<file path="src/rtl/clk_sched_pkg.sv">
// clk_sched_pkg: shared types and helpers for the clock-enable scheduler.
//   DIV_W_DEFAULT : default divisor width
//   ch_idx_t      : channel index wide enough for the 16-channel maximum
//   div_t         : divisor at the default width
//   cfg_req_t     : one configuration request {ch, div}
//   freq_to_div() : divisor that yields a square output of f_out from f_in
package clk_sched_pkg;

  localparam int DIV_W_DEFAULT = 16;
  localparam int CH_IDX_W      = 4;

  typedef logic [CH_IDX_W-1:0]      ch_idx_t;
  typedef logic [DIV_W_DEFAULT-1:0] div_t;

  typedef struct packed {
    ch_idx_t ch;
    div_t    div;
  } cfg_req_t;

  // The square output toggles once per tick, so one output period spans
  // two tick periods: div = f_in / (2 * f_out). Returns 0 (disabled) for f_out = 0.
  function automatic int unsigned freq_to_div(input int unsigned f_in_mhz,
                                              input int unsigned f_out_mhz);
    if (f_out_mhz == 0) return 0;
    return f_in_mhz / (2 * f_out_mhz);
  endfunction

endpackage

</file>
<file path="src/rtl/clk_sched_channel.sv">
// clk_sched_channel: one scheduler channel. Down-stream consumers see a
// one-cycle tick every div cycles and, when CLK_SCHED_SQUARE_OUT_EN is
// defined, a 50% square wave toggled on each tick (otherwise tied low).
// A written divisor waits in a shadow register and is applied only at the
// period boundary, so the running period always finishes at the old value.
//   clk_in      in   system clock
//   reset       in   synchronous active-high reset
//   i_wr        in   accepted write for this channel (only when not pending)
//   i_div       in   divisor carried by the write (0 disables)
//   o_tick      out  registered one-cycle tick
//   o_clk_out   out  registered square wave (or constant 0)
//   o_pending   out  shadow holds a divisor not yet applied
module clk_sched_channel
  import clk_sched_pkg::*;
#(
  parameter int DIV_W       = DIV_W_DEFAULT,
  parameter int DEFAULT_DIV = 2
) (
  input  logic             clk_in,
  input  logic             reset,
  input  logic             i_wr,
  input  logic [DIV_W-1:0] i_div,
  output logic             o_tick,
  output logic             o_clk_out,
  output logic             o_pending
);

  logic [DIV_W-1:0] r_cnt;
  logic [DIV_W-1:0] r_div;
  logic [DIV_W-1:0] r_shadow;
  logic             r_pending;
  logic             r_tick;

  logic w_disabled;
  logic w_last;

  assign w_disabled = (r_div == '0);
  // Guarded by w_disabled so the div-1 underflow at div=0 never matters.
  assign w_last     = !w_disabled && (r_cnt == (r_div - DIV_W'(1)));

  always_ff @(posedge clk_in) begin
    if (reset) begin
      r_cnt     <= '0;
      r_div     <= DIV_W'(DEFAULT_DIV);
      r_shadow  <= '0;
      r_pending <= 1'b0;
      r_tick    <= 1'b0;
    end else begin
      r_tick <= w_last;

      if (w_last || w_disabled) r_cnt <= '0;
      else                      r_cnt <= r_cnt + DIV_W'(1);

      // A disabled channel has no period boundary, so it applies at once.
      // i_wr is never asserted while pending, so the branches are exclusive.
      if (r_pending && (w_last || w_disabled)) begin
        r_div     <= r_shadow;
        r_pending <= 1'b0;
      end else if (i_wr) begin
        r_shadow  <= i_div;
        r_pending <= 1'b1;
      end
    end
  end

`ifdef CLK_SCHED_SQUARE_OUT_EN
  logic r_clk_out;

  always_ff @(posedge clk_in) begin
    if (reset)       r_clk_out <= 1'b0;
    else if (w_last) r_clk_out <= ~r_clk_out;
  end

  assign o_clk_out = r_clk_out;
`else
  assign o_clk_out = 1'b0;
`endif

  assign o_tick    = r_tick;
  assign o_pending = r_pending;

endmodule

</file>
<file path="src/rtl/clk_scheduler.sv">
// clk_scheduler: N_CH independent clock-enable streams from clk_in, each
// with a runtime-programmable divisor written through a valid/ready port.
// Divisor changes take effect at the channel's period boundary.
// Optional feature macro: CLK_SCHED_SQUARE_OUT_EN (square clk_out outputs;
// when undefined clk_out is all zeros).
//   clk_in     in   system clock (CLK_IN_F_MHZ nominal)
//   reset      in   synchronous active-high reset
//   cfg_valid  in   configuration write request
//   cfg_ready  out  write accepted when high with cfg_valid (combinational)
//   cfg_ch     in   target channel; out-of-range writes are accepted and dropped
//   cfg_div    in   new divisor, 0 disables the channel
//   tick       out  per-channel one-cycle enable pulse
//   clk_out    out  per-channel square wave toggled on each tick
//   pending    out  per-channel accepted divisor not yet applied
module clk_scheduler
  import clk_sched_pkg::*;
#(
  parameter int CLK_IN_F_MHZ = 100,
  parameter int N_CH         = 4,
  parameter int DIV_W        = DIV_W_DEFAULT,
  parameter int DEFAULT_DIV  = 2,
  localparam int CH_W        = (N_CH > 1) ? $clog2(N_CH) : 1
) (
  input  logic             clk_in,
  input  logic             reset,
  input  logic             cfg_valid,
  output logic             cfg_ready,
  input  logic [CH_W-1:0]  cfg_ch,
  input  logic [DIV_W-1:0] cfg_div,
  output logic [N_CH-1:0]  tick,
  output logic [N_CH-1:0]  clk_out,
  output logic [N_CH-1:0]  pending
);

  if (N_CH < 1 || N_CH > 16 || CLK_IN_F_MHZ < 1) begin : g_bad_param
    $error("clk_scheduler: N_CH must be 1..16 and CLK_IN_F_MHZ positive");
  end

  logic [N_CH-1:0] w_sel;
  logic [N_CH-1:0] w_wr;
  logic [N_CH-1:0] w_pending;

  // One-hot decode; an index >= N_CH selects nothing, which makes it
  // read as ready and lets the write fall on the floor.
  assign cfg_ready = ~|(w_sel & w_pending);

  for (genvar i = 0; i < N_CH; i++) begin : g_ch
    assign w_sel[i] = (cfg_ch == CH_W'(i));
    assign w_wr[i]  = cfg_valid & w_sel[i] & ~w_pending[i];

    clk_sched_channel #(
      .DIV_W       (DIV_W),
      .DEFAULT_DIV (DEFAULT_DIV)
    ) u_ch (
      .clk_in    (clk_in),
      .reset     (reset),
      .i_wr      (w_wr[i]),
      .i_div     (cfg_div),
      .o_tick    (tick[i]),
      .o_clk_out (clk_out[i]),
      .o_pending (w_pending[i])
    );
  end

  assign pending = w_pending;

endmodule

</file>
<file path="config.mk">
export PLATFORM = sky130hd
export DESIGN_NAME = clk_scheduler
export DESIGN_NICKNAME = d
export VERILOG_FILES = /design/src/rtl/clk_sched_pkg.sv /design/src/rtl/clk_sched_channel.sv /design/src/rtl/clk_scheduler.sv
export SDC_FILE = /design/constraint.sdc
export NUM_CORES = 1
export LEC_CHECK = 0
export CORE_MARGIN = 5
export CORE_UTILIZATION = 55
export CTS_CLUSTER_SIZE = 10
export DETAILED_ROUTE_END_ITERATION = 12
export PLACE_DENSITY = 0.75
export SYNTH_ARGS = -nofsm -noshare
export SYNTH_HDL_FRONTEND = slang
export SYNTH_SLANG_ARGS = --single-unit
</file>
<file path="constraint.sdc">
create_clock -name clk_in -period 4.17 [get_ports clk_in]
set_clock_uncertainty 0.1 [all_clocks]
set_input_delay 0.6255 -clock clk_in [delete_from_list [all_inputs] [get_ports clk_in]]
set_output_delay 0.6255 -clock clk_in [all_outputs]
set_load 0.1 [all_outputs]
</file>
==> run summary <==
The family with the most delay on the worst path is simple AND/OR/NAND/NOR gates. In this run the biggest area consumer among cell types represents a little under two fifths of the synthesized area. The placeable core area is 18800 um^2. The final cell count without fillers is 1537.

The area taken by flip-flops and latches is 4000 um^2. The total power is ~5400 uW. The CTS clock-pin slew for the worst setup and hold paths came out at around 0.07 ns. In this run the number of H-tree levels came out at 4. Headroom to the max-slew limit came out at 34.4%. The clock latency on the worst-skew pair came out at ~0.43 ns. The instance count of the mapped netlist came out at ~1300.

In the routed design, unresolved DRC markers number 0. The post-detailed-route count of antenna-violating nets came out at 0. The via count of the first global-routing pass was a little under 9000. The detailed-route vias per instance is a little over 6. The max-slew violation count came out at 0. The die extent in x came out at about 150 um. Buffers placed on the I/O ports in this run total 29. TritonCTS built the clock tree.

The number of maximum-capacitance violations is 0. Pin placement for this block handled 34 I/O pins. The largest individual stage delay along the critical path comes from the cell sky130_fd_sc_hd__or4b_1. The critical path launch point type is a flip-flop. The number of clock sinks came out at 200.

Counting I/O delays and the setup requirement, the final critical path takes 3.47 ns. The top fanout value on the critical path came out at 16. The distinct cell type count after synthesis came out at between 70 and 80. The die height is roughly 150 um. After clock tree synthesis, the repair step resized 0 gates.

The tree is rooted in a sky130_fd_sc_hd__clkbuf_16. The die covers around 22000 um^2. The total detailed-routing wirelength came out at 25.4 mm. Counting the fill cells in the layout gives about 1600. The class of the tightest hold or removal check is reg -> reg. 0 antenna diodes ended up in the layout. The count of routing violations after the opening detailed-route iteration is between 900 and 1000. The async set-or-reset flop fraction in the synthesized netlist came out at 0%. The placed wire-length estimate came out at 17.5 mm. The CTS buffer count is 17. The placed cell area is about 11000 um^2. The global-route wire length before repair is between 40 and 50 mm. The number of rows created at floorplan came out at 50. Dividing the detail-routed wire length by the instance count gives ~17 um. The number of enable-type register cells in the synthesized netlist is 0. The area of the multi-input gates is 5920 um^2.

The arrival time at the worst endpoint came out at approximately 3.7 ns. The post-layout utilization of the core came out at 61.2%. After routing the design area is about 11000 um^2. STA puts the critical path data required time at between 4 and 5 ns.

The buffers inserted during post-CTS setup optimization came out at 0. The proportion of synthesized chip area in sequential cells came out at a little under two fifths. The power density over cell area came out at 466 nW/um^2. By area the synthesized netlist is led by sky130_fd_sc_hd__dfxtp_1, sky130_fd_sc_hd__nand2_1, sky130_fd_sc_hd__xor2_1.

The pin count of the biggest net entering global routing came out at 81. The most used flip-flop cell after synthesis is sky130_fd_sc_hd__dfxtp_1. Setup repair after global routing left no endpoint under its margin. The critical path buffer and inverter count came out at 2.

The flow ran to the end, and the final reports show no timing, DRC or antenna violations. STA classifies the critical path endpoint as a flip-flop. Summed over all layers, the global routing overflow is 0. The final count of hold timing violations came to 0. The actual slew at the worst max-slew pin is 0.981 ns. The final total negative setup slack is 0 ns.

Static timing analysis puts the maximum clock frequency at 0.288 GHz. The share of final-layout standard cells stronger than drive strength 1 came out at approximately 5.4%. The worst setup path is of the reg -> reg kind. The worst supply voltage drop on vdd came out at ~0.00030 V. Across all register-to-register paths, the minimum setup slack is 0.70 ns. The final setup violation count came out at 0. Summed over all instances, the cell type with the most area after synthesis is sky130_fd_sc_hd__dfxtp_1.

The number of vias after detailed routing came out at about 9400. Buffers inserted to repair hold after CTS numbered 0. Traced cell by cell, the critical path runs through inv_1 > ha_1 > or4b_1 > xnor2_1 > or3_1 > o311ai_1 > nand4bb_1 > buf_4 > o31a_1 > mux2i_1. The post-synthesis cell area came out at 10500 um^2. The warning count from the yosys run is 0. The first detailed-routing pass ran for 5 iterations. The post-synthesis to final-layout area growth is 9.14%.

For this run, the post-layout net count is 1323. For this design the static power due to leakage is about 0.0041 uW. The final RePlAce weighted congestion came out at around 0.9. The worst stage delay on the critical path came out at between 0.5 and 0.6 ns. The global-route usage over all layers is 22.6%. The number of placed instances, taps included, is around 1500. The synthesized design contains 200 register bits. The maximum number of buffers from clock root to sink came out at 2. The post-synthesis area per instance is 7.97 um^2. The initial antenna violation count is 0.

The final worst-path cycle share came out at 83.2%. The initial cell density of the core came out at between 50% and 60%.
final cells by class:
class,instances,area share [%]
repair buffers,49,3.90
inverters,43,1.41
flip-flops and latches,200,34.9
clock buffers,21,4.01
clock inverters,11,1.70
multi-input cells,979,51.6
well taps,234,2.55
worst reg2reg max path: cells and delay by family, from the launching register on:
kind	cells	cell delay (ns)
simple gates	3	1.02
compound gates	2	0.86
flops	1	0.37
buf+inv	2	0.31
fa+ha+maj	1	0.30
mux	1	0.20
xor+xnor	1	0.17
through the flow:
| step | worst slack [ns] | hold WS (ns) |
|---|---|---|
| floorplan | 0.538 | 0.331 |
| global placement | 0.909 | 0.338 |
| detailed placement | 0.783 | 0.344 |
| CTS | 0.763 | 0.353 |
| global route | 0.513 | 0.369 |
| finish | 0.699 | 0.352 |
sequential cells by signal (all words and copies together) (netlist names):
| signal | flops |
|---|---|
| g_ch.u_ch.r_div | 64 |
| g_ch.u_ch.o_pending | 4 |
| g_ch.u_ch.r_shadow | 64 |
| g_ch.u_ch.o_tick | 4 |
| g_ch.u_ch.r_cnt | 64 |
Yosys cell counts, drive strengths merged (4+ instances only):
cell type,instances
nor3b,8
a32o,10
nand3b,4
a32oi,16
or3,16
o21a,5
nand2,216
o31ai,6
and3,44
nor2b,5
a31oi,9
o211ai,9
nor4,23
nand2b,8
nand4,16
and4,4
or4,9
a2111oi,4
o21ai,42
xor2,62
nor2,71
nor3,52
xnor2,55
or2,5
o2111ai,4
inv,43
clkbuf,76
a21oi,92
nand3,62
nor4b,5
o311ai,33
o32ai,13
dfxtp,200
mux2i,14
a211oi,6
ha,12
buf,25
and2,4
final timing paths:
path / end / cells after the start / startpoint
setup / recovery: g_ch[1].u_ch.r_div[0] / 10 / g_ch[1].u_ch.r_div[0]
hold / removal: g_ch[2].u_ch.r_shadow[0] / 2 / g_ch[2].u_ch.r_shadow[0]
setup reg to reg: g_ch[1].u_ch.r_div[0] / 10 / g_ch[1].u_ch.r_div[0]
hold reg to reg: g_ch[2].u_ch.r_shadow[0] / 2 / g_ch[2].u_ch.r_shadow[0]
placed cells by master, fill, tap and decap left out, types with 10 or more instances in the layout:
cell / synthesis / final
sky130_fd_sc_hd__a32oi_1: 16 / 16
sky130_fd_sc_hd__buf_4: 13 / 21
sky130_fd_sc_hd__or3_1: 15 / 15
sky130_fd_sc_hd__inv_1: 43 / 42
sky130_fd_sc_hd__xnor2_1: 55 / 55
sky130_fd_sc_hd__nand2_1: 216 / 216
sky130_fd_sc_hd__nand4_1: 16 / 16
sky130_fd_sc_hd__o32ai_1: 13 / 13
sky130_fd_sc_hd__dfxtp_1: 200 / 200
sky130_fd_sc_hd__o21ai_0: 40 / 40
sky130_fd_sc_hd__a32o_1: 10 / 10
sky130_fd_sc_hd__nor2_1: 70 / 70
sky130_fd_sc_hd__a21oi_1: 91 / 91
sky130_fd_sc_hd__nor3_1: 51 / 51
sky130_fd_sc_hd__o311ai_0: 32 / 32
sky130_fd_sc_hd__and3_1: 44 / 44
sky130_fd_sc_hd__clkbuf_16: 0 / 17
sky130_fd_sc_hd__xor2_1: 62 / 62
sky130_fd_sc_hd__mux2i_1: 14 / 14
sky130_fd_sc_hd__nor4_1: 22 / 22
sky130_fd_sc_hd__ha_1: 12 / 12
sky130_fd_sc_hd__nand3_1: 62 / 62
sky130_fd_sc_hd__clkdlybuf4s50_1: 0 / 27
per-layer routing:
metal  up-vias  global-route usage, %  part of all wire (%)
li1       4650                      -                     -
met1      4486                   31.9                    47
met2       268                   36.3                    46
met3        41                   3.84                   5.5
met4         0                   5.54                   1.4
met5         -                      0                     0
where the power goes:
group / internal [uW] / leakage (uW) / switching, uW
Sequential: 2020 / 0.00162 / 123
Clock: 1100 / 0.000321 / 721
Combinational: 449 / 0.00213 / 943
Total: 3570 / 0.00407 / 1790
logic make-up (layout without fill, tap and decap cells):
kind of cell	count (synthesis)	after routing	synth area share, %
xor+xnor	117	117	9.74
flops	200	200	38.0
buf+inv	144	124	5.77
simple gates	562	562	26.2
mux	14	14	1.33
compound gates	270	270	17.4
other cells	1	4	0.0356
fa+ha+maj	12	12	1.43
(Power assumes the default switching activity.)
